`src/rtl/mux_n_pipe.sv`:
```
// N-input registered selector with a one-entry skid buffer.
// Full-throughput valid/ready, flush, and saturating bad-select count.
module mux_n_pipe #(
  parameter int DATA_W = 16,
  parameter int N_IN = 3,
  parameter int ERR_CNT_W = 8,
  localparam int SEL_W = $clog2(N_IN)
) (
  input  logic                   clk,
  input  logic                   rst,
  input  logic [N_IN*DATA_W-1:0] in_data,
  input  logic [SEL_W-1:0]       in_sel,
  input  logic                   in_valid,
  output logic                   in_ready,
  input  logic                   flush,
  output logic [DATA_W-1:0]      out_data,
  output logic                   out_valid,
  input  logic                   out_ready,
  output logic                   out_sel_err,
  output logic [ERR_CNT_W-1:0]   err_count
);

  typedef enum logic [1:0] {
    EMPTY = 2'd0,
    ONE   = 2'd1,
    FULL  = 2'd2
  } state_t;

  state_t state;
  state_t state_nx;

  logic              accept;
  logic              emit;
  logic              ready_q;
  logic [DATA_W-1:0] sel_data;
  logic              sel_err;
  logic [DATA_W-1:0] out_q;
  logic              out_err_q;
  logic [DATA_W-1:0] skid_q;
  logic              skid_err_q;
  logic              load_new;
  logic              load_skid;
  logic              load_move;

  assign accept = in_valid && ready_q && !flush;
  assign emit   = out_valid && out_ready;

  // Out-of-range selects resolve to zero with the error flag set.
  always_comb begin
    sel_data = '0;
    sel_err  = ({1'b0, in_sel} >= (SEL_W+1)'(N_IN));
    for (int k = 0; k < N_IN; k++) begin
      if (in_sel == SEL_W'(k)) begin
        sel_data = in_data[k*DATA_W +: DATA_W];
      end
    end
  end

  always_ff @(posedge clk) begin
    if (rst) begin
      state <= EMPTY;
    end else begin
      state <= state_nx;
    end
  end

  always_comb begin
    state_nx = state;
    if (flush) begin
      state_nx = EMPTY;
    end else begin
      unique case (state)
        EMPTY: begin
          if (accept) state_nx = ONE;
        end
        ONE: begin
          if (accept && !emit) begin
            state_nx = FULL;
          end else if (!accept && emit) begin
            state_nx = EMPTY;
          end
        end
        FULL: begin
          if (emit) state_nx = ONE;
        end
        default: state_nx = EMPTY;
      endcase
    end
  end

  always_comb begin
    out_valid = (state != EMPTY);
    load_new  = 1'b0;
    load_skid = 1'b0;
    load_move = 1'b0;
    if (!flush) begin
      unique case (state)
        EMPTY: load_new = accept;
        ONE: begin
          load_new  = accept && emit;
          load_skid = accept && !emit;
        end
        FULL: load_move = emit;
        default: ;
      endcase
    end
  end

  // Registered so in_ready never sees out_ready combinationally.
  always_ff @(posedge clk) begin
    if (rst) begin
      ready_q <= 1'b1;
    end else begin
      ready_q <= (state_nx != FULL);
    end
  end

  always_ff @(posedge clk) begin
    if (rst) begin
      out_q     <= '0;
      out_err_q <= 1'b0;
    end else if (load_new) begin
      out_q     <= sel_data;
      out_err_q <= sel_err;
    end else if (load_move) begin
      out_q     <= skid_q;
      out_err_q <= skid_err_q;
    end
  end

  always_ff @(posedge clk) begin
    if (rst) begin
      skid_q     <= '0;
      skid_err_q <= 1'b0;
    end else if (load_skid) begin
      skid_q     <= sel_data;
      skid_err_q <= sel_err;
    end
  end

  always_ff @(posedge clk) begin
    if (rst) begin
      err_count <= '0;
    end else if (accept && sel_err && (err_count != '1)) begin
      err_count <= err_count + 1'b1;
    end
  end

  assign in_ready    = ready_q;
  assign out_data    = out_q;
  assign out_sel_err = out_err_q;

  a_full_blocks: assert property (
    @(posedge clk) disable iff (rst)
    (state == FULL) |-> !in_ready
  );

  a_hold: assert property (
    @(posedge clk) disable iff (rst)
    (out_valid && !out_ready && !flush)
      |=> ($stable(out_data) && $stable(out_sel_err))
  );

endmodule

```
`config.mk`:
```
export PLATFORM = sky130hd
export DESIGN_NAME = mux_n_pipe
export DESIGN_NICKNAME = d
export VERILOG_FILES = /design/src/rtl/mux_n_pipe.sv
export SDC_FILE = /design/constraint.sdc
export NUM_CORES = 1
export LEC_CHECK = 0
export CAP_MARGIN = 20
export CORE_MARGIN = 1
export CORE_UTILIZATION = 45
export DETAILED_ROUTE_END_ITERATION = 16
export PLACE_DENSITY = 0.8
export SYNTH_ARGS = -nofsm -noshare
export SYNTH_HDL_FRONTEND = slang
export SYNTH_SLANG_ARGS = --single-unit
```
`constraint.sdc`:
```
create_clock -name clk -period 2.3 [get_ports clk]
set_input_delay 0.575 -clock clk [delete_from_list [all_inputs] [get_ports clk]]
set_output_delay 0.575 -clock clk [all_outputs]
set_load 0.05 [all_outputs]
```
---- Word-level counts from Yosys, hierarchy flattened ----
Index checks and enable logic that the tools add are counted.
storage, ports and cells
  bits in registers ....................... 45
  input bits .............................. 55
  output and inout port bits .............. 27
operators by class
  add/subtract/negate cells ............... 1
  $lt $le $gt $ge ......................... 1
  equal/unequal tests ..................... 6
  muxes and demuxes ....................... 19
  reductions and logical operators ........ 15
operator list
  cell                                                       count
  2-to-1 mux 16 bit                                          5
  2-to-1 mux 2 bit                                           5
  adder 8 x 1 -> 8 bit (second input constant)               1
  logical AND 1 bit                                          8
  inequality test 8 bit (second input constant)              1
  2-to-1 mux 1 bit                                           7
  one-hot mux 2 bit (3 select lines)                         1
  == test 2 x 1 -> 1 bit (second input constant)             2
  == test 2 bit (second input constant)                      2
  zero test 2 bit                                            2
  nonzero test 2 bit                                         2
  zero test 1 bit                                            3
  greater-or-equal comparator 2 bit (second input constant)  1
  inequality test 2 bit (second input constant)              1
  one-hot mux 1 bit (2 select lines)                         1

---- Depth between registers and ports, before layout ----
  depth after elaboration ................. 9
  mapped depth ............................ 6
  depth with buffers taken out ............ 5

---- Least setup slack after synthesis ----
No wires, ideal clock.
  path kind ............................... reg-to-reg
  from .................................... register err_count[0]
  to ...................................... register err_count[7]
  data arrival time ....................... 1.740 ns
  required time ........................... 2.177 ns
  setup slack ............................. 0.437 ns
  cell stages (with the launch flop) ...... 7
  period minus slack after synthesis ...... 1.863 ns
  cell sequence ........................... dfxtp_1 > ha_1 > nand3_1 > o211ai_4 > buf_6 > nor4_2 > mux2_1
on the way
  cells in the longest elaborated chain, start to end .. 2
ends and longest elaborated chain
  what                                                          line  source
  start, declared                                               20    output logic [ERR_CNT_W-1:0] err_count
  start signal, assigned                                        145   err_count <= err_count + 1'b1;
  branches (longest 2 deep; another with adder 8 x 1 -> 8 bit)  n/a
Several ways; the timed one is not identified.
A chain may end at the register's enable or synchronous reset.

---- Final worst setup path ----
  from .................................... register state[1]
  to ...................................... output port out_valid
on the way
  cells in the longest elaborated chain, start to end .. 1
ends and longest elaborated chain
  what                    line  source
  start, declared         29    state_t state;
  start signal, assigned  63    state <= state_nx;
  nonzero test 2 bit      92    out_valid = (state != EMPTY);
  end, declared           17    output logic out_valid,
Every way passes these cells.

==> impl_metrics.env <==
export IMPL_async_reset_ff_share_pct=0
export IMPL_rsz0062_at_grt="false"
export IMPL_relSlewSlack_pct=64.7
export IMPL_synth_seq_cells=45
export IMPL_insertion_delay_ns=0.29
export IMPL_die_area_um2=5540
export IMPL_worst_path_max_delay_cell="clkdlybuf4s50_1"
export IMPL_status="complete, no violations"
export IMPL_drt_first_pass_iters=5
export IMPL_port_buffers=81
export IMPL_synth_flop_cell="dfxtp_1"
export IMPL_overflow=0
export IMPL_dpl_hpwl_um=4360
export IMPL_synth_edf_count=0
export IMPL_layout_common_cells="clkdlybuf4s50_1, dfxtp_1, nand2_1"
export IMPL_power_per_cell_area_nw_per_um2=539
export IMPL_drc=0
export IMPL_grt_pass1_wl_um=9480
export IMPL_hold_path_class="flip-flop to flip-flop"
export IMPL_worstPathCellList="or2_2 > clkdlybuf4s50_1"
export IMPL_core_area_um2=4880
export IMPL_drive_gt1_share_pct=11.2
export IMPL_die_x_um=74.4
export IMPL_worst_pin_slew_ns=0.528
export IMPL_cts_root_buf="clkbuf_8"
export IMPL_worstPathRequired_ns=1.73
export IMPL_critPathArrivalTime_ns=1.65
export IMPL_antenna_found_initial=0
export IMPL_cp_end_kind="output pin"
export IMPL_r2r_start="err_count[3]"
export IMPL_synthDistinctLibCells=37
export IMPL_cp_start_kind="flip-flop"
export IMPL_critPathLaunch="state[1]"
export IMPL_slew_viol_final=0
export IMPL_syn_inst=270
export IMPL_cts_hold_fix_buffers=0
export IMPL_grt_start_max_net_pins=38
export IMPL_hold_viol=0
export IMPL_cts_tree="done"
export IMPL_gp_congestion=0.721
export IMPL_drt_iter0_drc=108
export IMPL_via_per_inst=5.46
export IMPL_die_y_um=74.4
export IMPL_syn_nets=326
export IMPL_final_common_cell="clkdlybuf4s50_1"
export IMPL_yosysSeqAreaShare_pct=38.2
export IMPL_area_delta_synth_final_pct=41.7
export IMPL_ant_nets=0
export IMPL_post_cts_buffers=0
export IMPL_period_share_pct=96.6
export IMPL_drv_cap=0
export IMPL_period_minus_slack_ns=2.22
export IMPL_cts_resized=0
export IMPL_clock_fmax_mhz=450
export IMPL_clkTransAtPathRegs_ns=0.08
export IMPL_num_io_pins=82
export IMPL_setup_viol=0
export IMPL_htreeDepth=2
export IMPL_fin_skew_ns=0.00879
export IMPL_cts_inserted_buffers=5
export IMPL_critPathMaxFanout=5
export IMPL_clockBufferDepth=2
export IMPL_cts_sinks=45
export IMPL_hold_start="skid_q[0]"
export IMPL_wl_um=6140
export IMPL_routedWlPerCell_um=14.8
export IMPL_start_util_pct=48.4
export IMPL_ys_warnings_count=0
export IMPL_post_route_util_pct=68.5
export IMPL_slowest_delay_ns=0.79
export IMPL_nets=402
export IMPL_peakVddDrop_mv=0.296
export IMPL_insertedDiodeCount=0
export IMPL_whs_path_depth=2
export IMPL_avgSynthCellArea_um2=8.74
export IMPL_syn_area_um2=2360
export IMPL_grt_pass1_vias=2190
export IMPL_crit_type="flip-flop to output pin"
export IMPL_leakage_nw=1.16
export IMPL_reg2reg_slack_ns=0.70
export IMPL_rows=25
export IMPL_dr_total_vias=2260
export IMPL_grt_usage_pct=22.1
export IMPL_setup_tns_ns=0
export IMPL_worstRegToRegCells=4
[synth_stat cells (2+ instances only)]
master | count | share of area, %
a211oi_1 | 22 | 7.0
a211oi_2 | 10 | 5.3
a21oi_1 | 21 | 4.5
a311oi_1 | 16 | 5.9
buf_2 | 7 | 1.5
buf_4 | 6 | 1.9
buf_6 | 2 | 0.95
clkbuf_1 | 8 | 1.3
dfxtp_1 | 45 | 38
inv_1 | 5 | 0.79
mux2i_1 | 18 | 7.6
nand2_1 | 37 | 5.9
nand2b_1 | 2 | 0.53
nand3_1 | 4 | 0.85
nor2_1 | 36 | 5.7
nor2b_1 | 2 | 0.53
nor3_4 | 2 | 1.4
o31ai_1 | 4 | 1.3
or3_1 | 2 | 0.53
or4_1 | 4 | 1.3
[path summary, 6_finish.rpt]
check                 endpoint
hold / removal     out_data[0]
hold reg to reg    out_data[0]
setup / recovery     out_valid
setup reg to reg  err_count[7]
[routing by layer]
| layer | up-vias | wire length (um) | track usage [%] |
|---|---|---|---|
| met5 | - | 0 | 0 |
| li1 | 1142 | - | - |
| met2 | 57 | 3070 | 40.6 |
| met3 | 2 | 338 | 4.20 |
| met4 | 0 | 29 | 5.66 |
| met1 | 1059 | 2700 | 26.2 |
[per-stage QoR]
| step | power [mW] | instance area (um^2) | setup WS (ns) | hold WS (ns) | cells |
|---|---|---|---|---|---|
| after CTS | 1.82 | 3340 | 0.0648 | 0.487 | 414 |
| after floorplan | 1.04 | 2360 | 0.437 | 0.446 | 270 |
| after global placement | 1.20 | 3230 | 0.136 | 0.456 | 406 |
| final | 1.80 | 3340 | 0.0783 | 0.486 | 414 |
| after detailed placement | 1.21 | 3230 | 0.0882 | 0.478 | 406 |
| after global routing | 1.88 | 3340 | 0.00676 | 0.506 | 414 |
[state kept, by name (all words and copies together), names as in the netlist]
signal       cells
out_data        16
skid_q          16
err_count        8
state            2
in_ready         1
out_sel_err      1
skid_err_q       1
[critical path: cells and delay by family (launching register included)]
kind / cells / cell delay [ns]
buffers and inverters: 1 / 0.79
DFF: 1 / 0.43
and+or+nand+nor: 1 / 0.14
[cells by family after synthesis]
family / Yosys count / share of synthesized area (%)
compound gates: 78 / 26.2
xor+xnor: 2 / 0.742
simple gates: 97 / 19.9
buf+inv: 28 / 6.41
flops: 45 / 38.2
mux: 19 / 8.11
fa+ha+maj: 1 / 0.530
[cell type report]
class	count	area (um^2)
Sequential cell	45	901
Timing Repair Buffer	92	913
Fill cell	416	1540
Multi-Input combinational cell	197	1310
Clock inverter	1	30.0
Inverter	5	18.8
Clock buffer	7	86.3
Tap cell	67	83.8
[where the power goes]
group,internal [mW],switching [mW],total (mW)
Sequential,0.802,0.0124,0.815
Combinational,0.178,0.201,0.379
Clock,0.354,0.255,0.609
Total,1.33,0.468,1.80
(Power assumes the default switching activity.)
